[src/rtl/mips32_5stage_cpu.sv]
// Five-stage pipelined MIPS32 integer core (IF, ID, EX, MEM, WB) with EX operand forwarding,
// a load-use interlock, branches resolved in EX and jumps resolved in ID.
module mips32_5stage_cpu #(
    parameter int unsigned DMEM_WORDS = 32
) (
    input  logic        clk,
    input  logic        rst_n,
    input  logic [31:0] instruction_i,
    output logic [31:0] inst_mem_rd_addr_to_instmem
);

    localparam int unsigned AW = (DMEM_WORDS > 1) ? $clog2(DMEM_WORDS) : 1;

    localparam logic [5:0] OpRtype = 6'h00;
    localparam logic [5:0] OpJ     = 6'h02;
    localparam logic [5:0] OpBeq   = 6'h04;
    localparam logic [5:0] OpAddi  = 6'h08;
    localparam logic [5:0] OpLw    = 6'h23;
    localparam logic [5:0] OpSw    = 6'h2b;

    localparam logic [5:0] FnAdd = 6'h20;
    localparam logic [5:0] FnSub = 6'h22;
    localparam logic [5:0] FnAnd = 6'h24;
    localparam logic [5:0] FnOr  = 6'h25;
    localparam logic [5:0] FnSlt = 6'h2a;

    typedef enum logic [2:0] {AluAdd, AluSub, AluAnd, AluOr, AluSlt} alu_op_e;

    typedef struct packed {
        logic        reg_write;
        logic        mem_read;
        logic        mem_write;
        logic        branch;
        logic        alu_src_imm;
        alu_op_e     alu_op;
        logic [4:0]  rs;
        logic [4:0]  rt;
        logic [4:0]  dst;
        logic [31:0] rs_val;
        logic [31:0] rt_val;
        logic [31:0] imm;
        logic [31:0] pc4;
    } idex_t;

    typedef struct packed {
        logic        reg_write;
        logic        mem_read;
        logic        mem_write;
        logic [4:0]  dst;
        logic [31:0] alu_res;
        logic [31:0] store_data;
    } exmem_t;

    typedef struct packed {
        logic        reg_write;
        logic        mem_read;
        logic [4:0]  dst;
        logic [31:0] alu_res;
        logic [31:0] rdata;
    } memwb_t;

    logic [31:0] pc_q, pc_d;
    logic [31:0] ifid_instr_q, ifid_instr_d;
    logic [31:0] ifid_pc4_q, ifid_pc4_d;
    idex_t       idex_q, idex_d, id_dec;
    exmem_t      exmem_q, exmem_d;
    memwb_t      memwb_q, memwb_d;

    logic [31:0] rf_q   [32];
    logic [31:0] dmem_q [DMEM_WORDS];

    logic [5:0]  id_op, id_funct;
    logic [4:0]  id_rs, id_rt, id_rd;
    logic [31:0] id_imm, id_rs_val, id_rt_val, id_jump_target;
    logic        id_jump, ld_use_stall;

    logic [31:0] ex_a, ex_b, ex_opb, ex_res, br_target;
    logic        br_taken;

    logic [AW-1:0] dmem_idx;
    logic [31:0]   wb_data;

    assign inst_mem_rd_addr_to_instmem = pc_q;

    // ---------------- ID ----------------
    assign id_op          = ifid_instr_q[31:26];
    assign id_rs          = ifid_instr_q[25:21];
    assign id_rt          = ifid_instr_q[20:16];
    assign id_rd          = ifid_instr_q[15:11];
    assign id_funct       = ifid_instr_q[5:0];
    assign id_imm         = {{16{ifid_instr_q[15]}}, ifid_instr_q[15:0]};
    assign id_jump_target = {ifid_pc4_q[31:28], ifid_instr_q[25:0], 2'b00};

    assign wb_data = memwb_q.mem_read ? memwb_q.rdata : memwb_q.alu_res;

    // Register read with same-cycle bypass of the WB write.
    always_comb begin
        id_rs_val = rf_q[id_rs];
        if (id_rs == 5'd0) begin
            id_rs_val = '0;
        end else if (memwb_q.reg_write && memwb_q.dst == id_rs) begin
            id_rs_val = wb_data;
        end
        id_rt_val = rf_q[id_rt];
        if (id_rt == 5'd0) begin
            id_rt_val = '0;
        end else if (memwb_q.reg_write && memwb_q.dst == id_rt) begin
            id_rt_val = wb_data;
        end
    end

    always_comb begin
        id_dec        = '0;
        id_dec.rs     = id_rs;
        id_dec.rt     = id_rt;
        id_dec.rs_val = id_rs_val;
        id_dec.rt_val = id_rt_val;
        id_dec.imm    = id_imm;
        id_dec.pc4    = ifid_pc4_q;
        id_jump       = 1'b0;
        case (id_op)
            OpRtype: begin
                id_dec.dst       = id_rd;
                id_dec.reg_write = 1'b1;
                case (id_funct)
                    FnAdd:   id_dec.alu_op = AluAdd;
                    FnSub:   id_dec.alu_op = AluSub;
                    FnAnd:   id_dec.alu_op = AluAnd;
                    FnOr:    id_dec.alu_op = AluOr;
                    FnSlt:   id_dec.alu_op = AluSlt;
                    default: id_dec.reg_write = 1'b0;
                endcase
            end
            OpAddi: begin
                id_dec.dst         = id_rt;
                id_dec.reg_write   = 1'b1;
                id_dec.alu_src_imm = 1'b1;
            end
            OpLw: begin
                id_dec.dst         = id_rt;
                id_dec.reg_write   = 1'b1;
                id_dec.mem_read    = 1'b1;
                id_dec.alu_src_imm = 1'b1;
            end
            OpSw: begin
                id_dec.mem_write   = 1'b1;
                id_dec.alu_src_imm = 1'b1;
            end
            OpBeq:   id_dec.branch = 1'b1;
            OpJ:     id_jump = 1'b1;
            default: ;
        endcase
    end

    // Conservative: any reference to the load destination in ID's rs/rt fields interlocks.
    assign ld_use_stall = idex_q.mem_read && (idex_q.dst != 5'd0) &&
                          ((idex_q.dst == id_rs) || (idex_q.dst == id_rt));

    // ---------------- EX ----------------
    always_comb begin
        ex_a = idex_q.rs_val;
        if (exmem_q.reg_write && exmem_q.dst != 5'd0 && exmem_q.dst == idex_q.rs) begin
            ex_a = exmem_q.alu_res;
        end else if (memwb_q.reg_write && memwb_q.dst != 5'd0 && memwb_q.dst == idex_q.rs) begin
            ex_a = wb_data;
        end
        ex_b = idex_q.rt_val;
        if (exmem_q.reg_write && exmem_q.dst != 5'd0 && exmem_q.dst == idex_q.rt) begin
            ex_b = exmem_q.alu_res;
        end else if (memwb_q.reg_write && memwb_q.dst != 5'd0 && memwb_q.dst == idex_q.rt) begin
            ex_b = wb_data;
        end

        ex_opb = idex_q.alu_src_imm ? idex_q.imm : ex_b;
        case (idex_q.alu_op)
            AluSub:  ex_res = ex_a - ex_opb;
            AluAnd:  ex_res = ex_a & ex_opb;
            AluOr:   ex_res = ex_a | ex_opb;
            AluSlt:  ex_res = {31'b0, $signed(ex_a) < $signed(ex_opb)};
            default: ex_res = ex_a + ex_opb;
        endcase

        br_taken  = idex_q.branch && (ex_a == ex_b);
        br_target = idex_q.pc4 + {idex_q.imm[29:0], 2'b00};
    end

    // ---------------- MEM ----------------
    assign dmem_idx = exmem_q.alu_res[AW-1:0];

    // ---------------- next state ----------------
    always_comb begin
        pc_d         = pc_q + 32'd4;
        ifid_instr_d = instruction_i;
        ifid_pc4_d   = pc_q + 32'd4;
        idex_d       = id_dec;
        // Priority: EX branch over ID jump over load-use stall.
        if (br_taken) begin
            pc_d         = br_target;
            ifid_instr_d = '0;
            ifid_pc4_d   = '0;
            idex_d       = '0;
        end else if (id_jump) begin
            pc_d         = id_jump_target;
            ifid_instr_d = '0;
            ifid_pc4_d   = '0;
            idex_d       = '0;
        end else if (ld_use_stall) begin
            pc_d         = pc_q;
            ifid_instr_d = ifid_instr_q;
            ifid_pc4_d   = ifid_pc4_q;
            idex_d       = '0;
        end

        exmem_d.reg_write  = idex_q.reg_write;
        exmem_d.mem_read   = idex_q.mem_read;
        exmem_d.mem_write  = idex_q.mem_write;
        exmem_d.dst        = idex_q.dst;
        exmem_d.alu_res    = ex_res;
        exmem_d.store_data = ex_b;

        memwb_d.reg_write = exmem_q.reg_write;
        memwb_d.mem_read  = exmem_q.mem_read;
        memwb_d.dst       = exmem_q.dst;
        memwb_d.alu_res   = exmem_q.alu_res;
        memwb_d.rdata     = dmem_q[dmem_idx];
    end

    always_ff @(posedge clk) begin
        if (rst_n) begin
            pc_q         <= '0;
            ifid_instr_q <= '0;
            ifid_pc4_q   <= '0;
            idex_q       <= '0;
            exmem_q      <= '0;
            memwb_q      <= '0;
            for (int i = 0; i < 32; i++) begin
                rf_q[i] <= '0;
            end
        end else begin
            pc_q         <= pc_d;
            ifid_instr_q <= ifid_instr_d;
            ifid_pc4_q   <= ifid_pc4_d;
            idex_q       <= idex_d;
            exmem_q      <= exmem_d;
            memwb_q      <= memwb_d;
            if (memwb_q.reg_write && memwb_q.dst != 5'd0) begin
                rf_q[memwb_q.dst] <= wb_data;
            end
        end
    end

    // Data memory keeps its contents across reset; a store in MEM during reset is dropped.
    always_ff @(posedge clk) begin
        if (!rst_n && exmem_q.mem_write) begin
            dmem_q[dmem_idx] <= exmem_q.store_data;
        end
    end

endmodule

[config.mk]
export PLATFORM = sky130hd
export DESIGN_NAME = mips32_5stage_cpu
export DESIGN_NICKNAME = d
export VERILOG_FILES = /design/src/rtl/mips32_5stage_cpu.sv
export SDC_FILE = /design/constraint.sdc
export NUM_CORES = 2
export LEC_CHECK = 0
export ABC_AREA = 1
export CELL_PAD_IN_SITES_DETAIL_PLACEMENT = 1
export CELL_PAD_IN_SITES_GLOBAL_PLACEMENT = 2
export CORE_UTILIZATION = 43
export CTS_BUF_LIST = sky130_fd_sc_hd__clkbuf_8
export DETAILED_ROUTE_END_ITERATION = 7
export DONT_BUFFER_PORTS = 1
export GPL_TIMING_DRIVEN = 1
export PLACE_DENSITY_LB_ADDON = 0.1
export SYNTH_ARGS = -nofsm -noshare
export SYNTH_HDL_FRONTEND = slang
export SYNTH_SLANG_ARGS = --single-unit
[constraint.sdc]
create_clock -name clk -period 4.9 [get_ports clk]
set_clock_uncertainty 0.05 [all_clocks]
set_input_delay 0.98 -clock clk [delete_from_list [all_inputs] [get_ports clk]]
set_output_delay 0.98 -clock clk [all_outputs]
set_load 0.005 [all_outputs]
# Word-level counts from Yosys, hierarchy flattened
# Memory sizes are Yosys's and may differ from the RTL's. A register that Yosys moved wholly into a read port is not among the register bits.
# Index checks and enable logic that the tools add are counted.
# word_totals
ff_bits	278
latch_bits	0
ramBits	2048
romBits	0
n_memories	2
# memory_table
name	depth	width	read_ports	rd_clocked_by_memory_dff	wr	line	text
dmem_q	32	32	1	1	1	70	logic [31:0] dmem_q [DMEM_WORDS];
rf_q	32	32	2	2	32	69	logic [31:0] rf_q [32];
# classes
add_sub_neg	4
mul	0
div	0
order_cmp	1
n_eq_ne	22
n_shift	0
muxes	29
n_bitwise	3
n_reduce_logical	27
# ops
operator	count
$mux W32	10
$pmux W32 S4	1
$add A32 B32 Y32	2
$eq A6 B6 Y1 const B	7
$add A32 B3 Y32 const B	1
$and A32 B32 Y32	1
$eq A32 B32 Y1	1
$lt A32 B32 Y1	1
$or A32 B32 Y32	1
$reduce_or A32 Y1	1
$sub A32 B32 Y32	1
$eq A5 B5 Y1	6
$reduce_or A5 Y1	4
$reduce_bool A5 Y1	3
$mux W1	14
$pmux W3 S4	1
$logic_and A1 B1 Y1	10
$logic_not A5 Y1	2
$pmux W5 S2	1
$eq A3 B2 Y1 const B	2
$eq A6 B2 Y1 const B	1
$eq A6 B3 Y1 const B	1
$eq A6 B4 Y1 const B	1
$logic_not A6 Y1	1
other kinds (11)	12

# Depth between registers and ports, before layout
# depth
ltp_word	8
depth_mapped	37

# Worst setup path before layout
# Ideal clock, no wire load.
# synth_timing
path_kind	reg2reg
startpoint	register memwb_q[69] (netlist bit)
endpoint	register exmem_q[63] (netlist bit)
arrival_ns	3.930
path_slack_ns	0.810
path_stages_with_launch	24
n_path_buf	2
period_less_slack_ns	4.090
path_cell_list	dfxtp_1 buf_4 buf_2 mux2i_1 nand3_1 nand3_1 nand2_1 o21ai_0 inv_1 ha_1 or2_2 o21a_1 o21ai_0 a21oi_1 o21ai_0 nand2_1 nand2_1 nand3_1 nand2_1 a21oi_1 o21ai_0 nand3_1 nand2_1 inv_1
# synth_via
elab_chain_cells	6
word_cells_on_any_way	11
classes_between	add/sub (2); mux (7); bitwise (2)
# synth_rtl
element	line	text
start, declared	67	memwb_t memwb_q, memwb_d;
start signal, assigned	245	memwb_q <= memwb_d;
$mux W32 *	94	assign wb_data = memwb_q.mem_read ? memwb_q.rdata : memwb_q.alu_res;
$mux W32	170	end else if (memwb_q.reg_write && memwb_q.dst != 5'd0 && memwb_q.dst == idex_q.rt) begin
$mux W32	168	if (exmem_q.reg_write && exmem_q.dst != 5'd0 && exmem_q.dst == idex_q.rt) begin
$mux W32	174	ex_opb = idex_q.alu_src_imm ? idex_q.imm : ex_b;
$add A32 B32 Y32 (tied with other cells)	180	default: ex_res = ex_a + ex_opb;
$pmux W32 S4 *	175	case (idex_q.alu_op)
end signal, assigned	244	exmem_q <= exmem_d;
end, declared	66	exmem_t exmem_q, exmem_d;
# Every way passes the cells marked *; elsewhere a longest branch is shown, timed or not.
# A chain may end at the register's enable or synchronous reset.

# Final worst setup path
# layout_timing
startpoint	register memwb_q[65] (netlist bit)
endpoint	register exmem_q, in the netlist dmem_idx[0]
# layout_via
elab_chain_cells	8
word_cells_on_any_way	17
classes_between	add/sub (2); order compare (1); eq/ne (2); mux (6); bitwise (2); reduce/logical (4)
# layout_rtl
element	line
$reduce_bool A5 Y1	164, 170
$logic_and A1 B1 Y1	164, 170
$logic_and A1 B1 Y1	170
$mux W32	170
$mux W32	168
$mux W32	174
$add A32 B32 Y32 (tied with other cells)	180
$pmux W32 S4 *	175
# Marked as above.

==> results.cfg <==
[outcome]
status = complete, but fails checks
violations = DRC, capacitance limit, slew limit

[layout]
fill_cells = 29600
nets = 12300
final_area_um2 = 130000
final_layout_size_suffix_gt1_share_pct = 10.9
synthToLayoutAreaGrowth_pct = 13.1
post-route-util_pct = 49.0

[floorplan]
die_h_um = 519
die-area_um2 = 269000
die_x_um = 519
coreArea_um2 = 266000
placementRows = 189
ioPinCount = 66
start_util_pct = 43.3

[global_route]
grt_pass1_wl_um = 716000
grt_max_degree = 180
grt_pass1_vias = 100000
use_met1_pct = 49.0
antenna_found_initial = 34
gr-total-overflow = 0
grt_usage_pct = 36.7
busiest_layer = met2
use_met2_pct = 57.5
grt_util_met3_pct = 7.12

[power]
power.switching_mw = 15.3
max-vdd-ir-drop_mv = 0.288
p_int_mw = 34.1
finalPower_mw = 49.4
pwr_density_cell_nw_per_um2 = 380
p_clk_share_pct = 36.6
seq_power_share_pct = 47.5
pwr-share-comb_pct = 15.9
leakagePower_nw = 46.7
p_sw_share_pct = 30.9

[sta]
post-route-min-period_ns = 4.53
setup_viol = 0
finalHoldViolCount = 0
period_share_pct = 92.5
worstMarginPinSlew_ns = 1.50
fmax_ghz = 0.221
slew_viol_final = 2
setup_tns_ns = 0
timing.hold.ws_ns = 0.102
maxSlewHeadroom_pct = -1.43
rsz0062_at_grt = false

[synth]
synth_largest_area_cell = edfxtp_1
synth_compound_area_share_pct = 14.5
synth_top_family_by_area = simple AND/OR/NAND/NOR gates
synth-edff-count = 2048
yosys_warnings = 0
synth_fa_ha_area_share_pct = 1.42
synthSimpleGateAreaFrac_pct = 17.1
ys_ff_latch = 2422
synth_area_um2 = 115000
ys_top_cells_by_area = edfxtp_1, dfxtp_1, nor2_1
muxShareOfSynthArea_pct = 0.104
synthCells = 12100
synth-seq-area-share_pct = 60.0
netlist.area_leader.share_pct = 53.5
async_flop_share_pct = 0
synth_xor_area_share_pct = 0.754
yosysMostFrequentCell = edfxtp_1
synthTopCellsByCount = edfxtp_1, nor2_1, nand2_1, o21ai_0
syn_avg_cell_area_um2 = 9.51
ys_types = 54
yosys_most_used_dff = edfxtp_1

[setup_path]
cpMostUsedCell = nand2_1
crit_slowest_cell = fa_1
worstSetupPathType = flop to flop
reg2reg_depth = 30
crit_family = simple AND/OR/NAND/NOR gates
cp.required_ns = 5.77
rr_startpoint = memwb_q[65]
reg2reg_slack_ns = 0.37
cp.buffers_inverters = 2
reg2reg_to = dmem_idx[0]
max_stage_delay_ns = 0.48
crit_arrival_ns = 5.41
crit_fanout = 5
start_kind = flop
crit_path_end_kind = flop

[routing]
routed_via_density = 6.19
route.detailed.drc = 12
wl_per_cell_um = 31.5
drt_iter0_drc = 11500
drt_pass1_iterations = 8
vias = 99200
routed_wl_um = 505000
drtAntennaViolNets = 0

[clock_tree]
htreeDepth = 5
clk-insertion-delay-late_ns = 1.13
tritoncts = done
numCtsBuffers = 420
cts_buffer_depth = 4
cts-root-buf = clkbuf_8
clkSinkCount = 2422
path_clk_slew_ns = 0.07

[hold_path]
hp-class = input port to flop
min_from = instruction_i[22]
holdPathStages = 2
hold_end = ifid_instr_q[22]

[placement]
dp_hpwl_um = 318000
port_buffers = 0
place_congestion = 0.936
placed_cell_area_um2 = 122000

[flow_run]
cap_violations = 2
[logic make-up after synthesis]
| logic type | after synthesis |
|---|---|
| flops | 2422 |
| other cells | 1 |
| mux | 12 |
| simple gates | 4729 |
| xor+xnor | 99 |
| fa+ha+maj | 129 |
| compound gates | 2880 |
| buf+inv | 1814 |
[how the worst max path moves through the flow]
| stage | end | depth (start not counted) | slack [ns] | startpoint |
|---|---|---|---|---|
| finish | dmem_idx[0] | 30 | 0.37 | memwb_q[65] |
| global route | exmem_q[61] | 32 | 0.0004 | memwb_q[65] |
| CTS | exmem_q[63] | 29 | 0.17 | memwb_q[64] |
| detailed placement | exmem_q[63] | 29 | -0.002 | memwb_q[64] |
| global placement | exmem_q[63] | 31 | -0.04 | idex_q[134] |
| floorplan | exmem_q[63] | 23 | 0.81 | memwb_q[69] |
[power by group through the flow]
stage               Combinational [mW]  Sequential, mW  Clock (mW)
floorplan                         4.03            23.5           0
global placement                  7.47            23.9           0
detailed placement                7.55            23.9           0
CTS                               7.64            23.5        18.3
global route                      8.26            23.5        19.1
finish                            7.83            23.5        18.1
[layer usage]
metal | up-vias | wire length, um
met5 | - | 135
met4 | 20 | 25000
met3 | 1185 | 48500
met1 | 50500 | 203000
met2 | 5025 | 228000
li1 | 42500 | -
[registers in the layout, summed over array words and instances, names as in the netlist]
name	cells
inst_mem_rd_addr_to_instmem	32
idex_q	127
dmem_q	1024
ifid_instr_q	32
dmem_idx	5
rf_q	1024
exmem_q	67
memwb_q	71
exmem_d	8
ifid_pc4_q	32
[stage by stage]
stage,setup slack [ns],std cells
floorplan,0.810,12100
global route,0.000392,16000
detailed placement,-0.00229,15200
global placement,-0.0440,15200
CTS,0.169,16000
finish,0.366,16000
[final cells by class]
class,instances,area [um2],area share [%]
clock inverters,313,1750,1.35
inverters,849,3200,2.46
well taps,3533,4420,3.40
clock buffers,448,6170,4.74
multi-input cells,7881,40000,30.7
diodes,12,30.0,0.0231
flip-flops and latches,2422,69000,53.1
repair buffers,569,5430,4.18
[cells in the final DEF (no fill, tap or decap), types with 184 or more instances in the layout]
| master | n |
|---|---|
| nor2_1 | 1792 |
| a21oi_1 | 637 |
| o211ai_1 | 273 |
| buf_4 | 463 |
| nand2_1 | 1661 |
| dfxtp_1 | 358 |
| nand4_1 | 184 |
| o21ai_0 | 1149 |
| a31oi_1 | 239 |
| clkbuf_8 | 448 |
| a22oi_1 | 260 |
| nand3_1 | 824 |
| inv_1 | 940 |
| edfxtp_1 | 2048 |
[timing repair]
item	4_1_cts	5_1_grt
pin swaps	0	3
hold buffers	21	0
gates cloned	0	1
resized for setup	1	21
endpoints found under the hold margin	88	0
setup buffers	0	1
endpoints found under the setup margin	1	15
No activity file was read; power rests on OpenSTA's default activity.
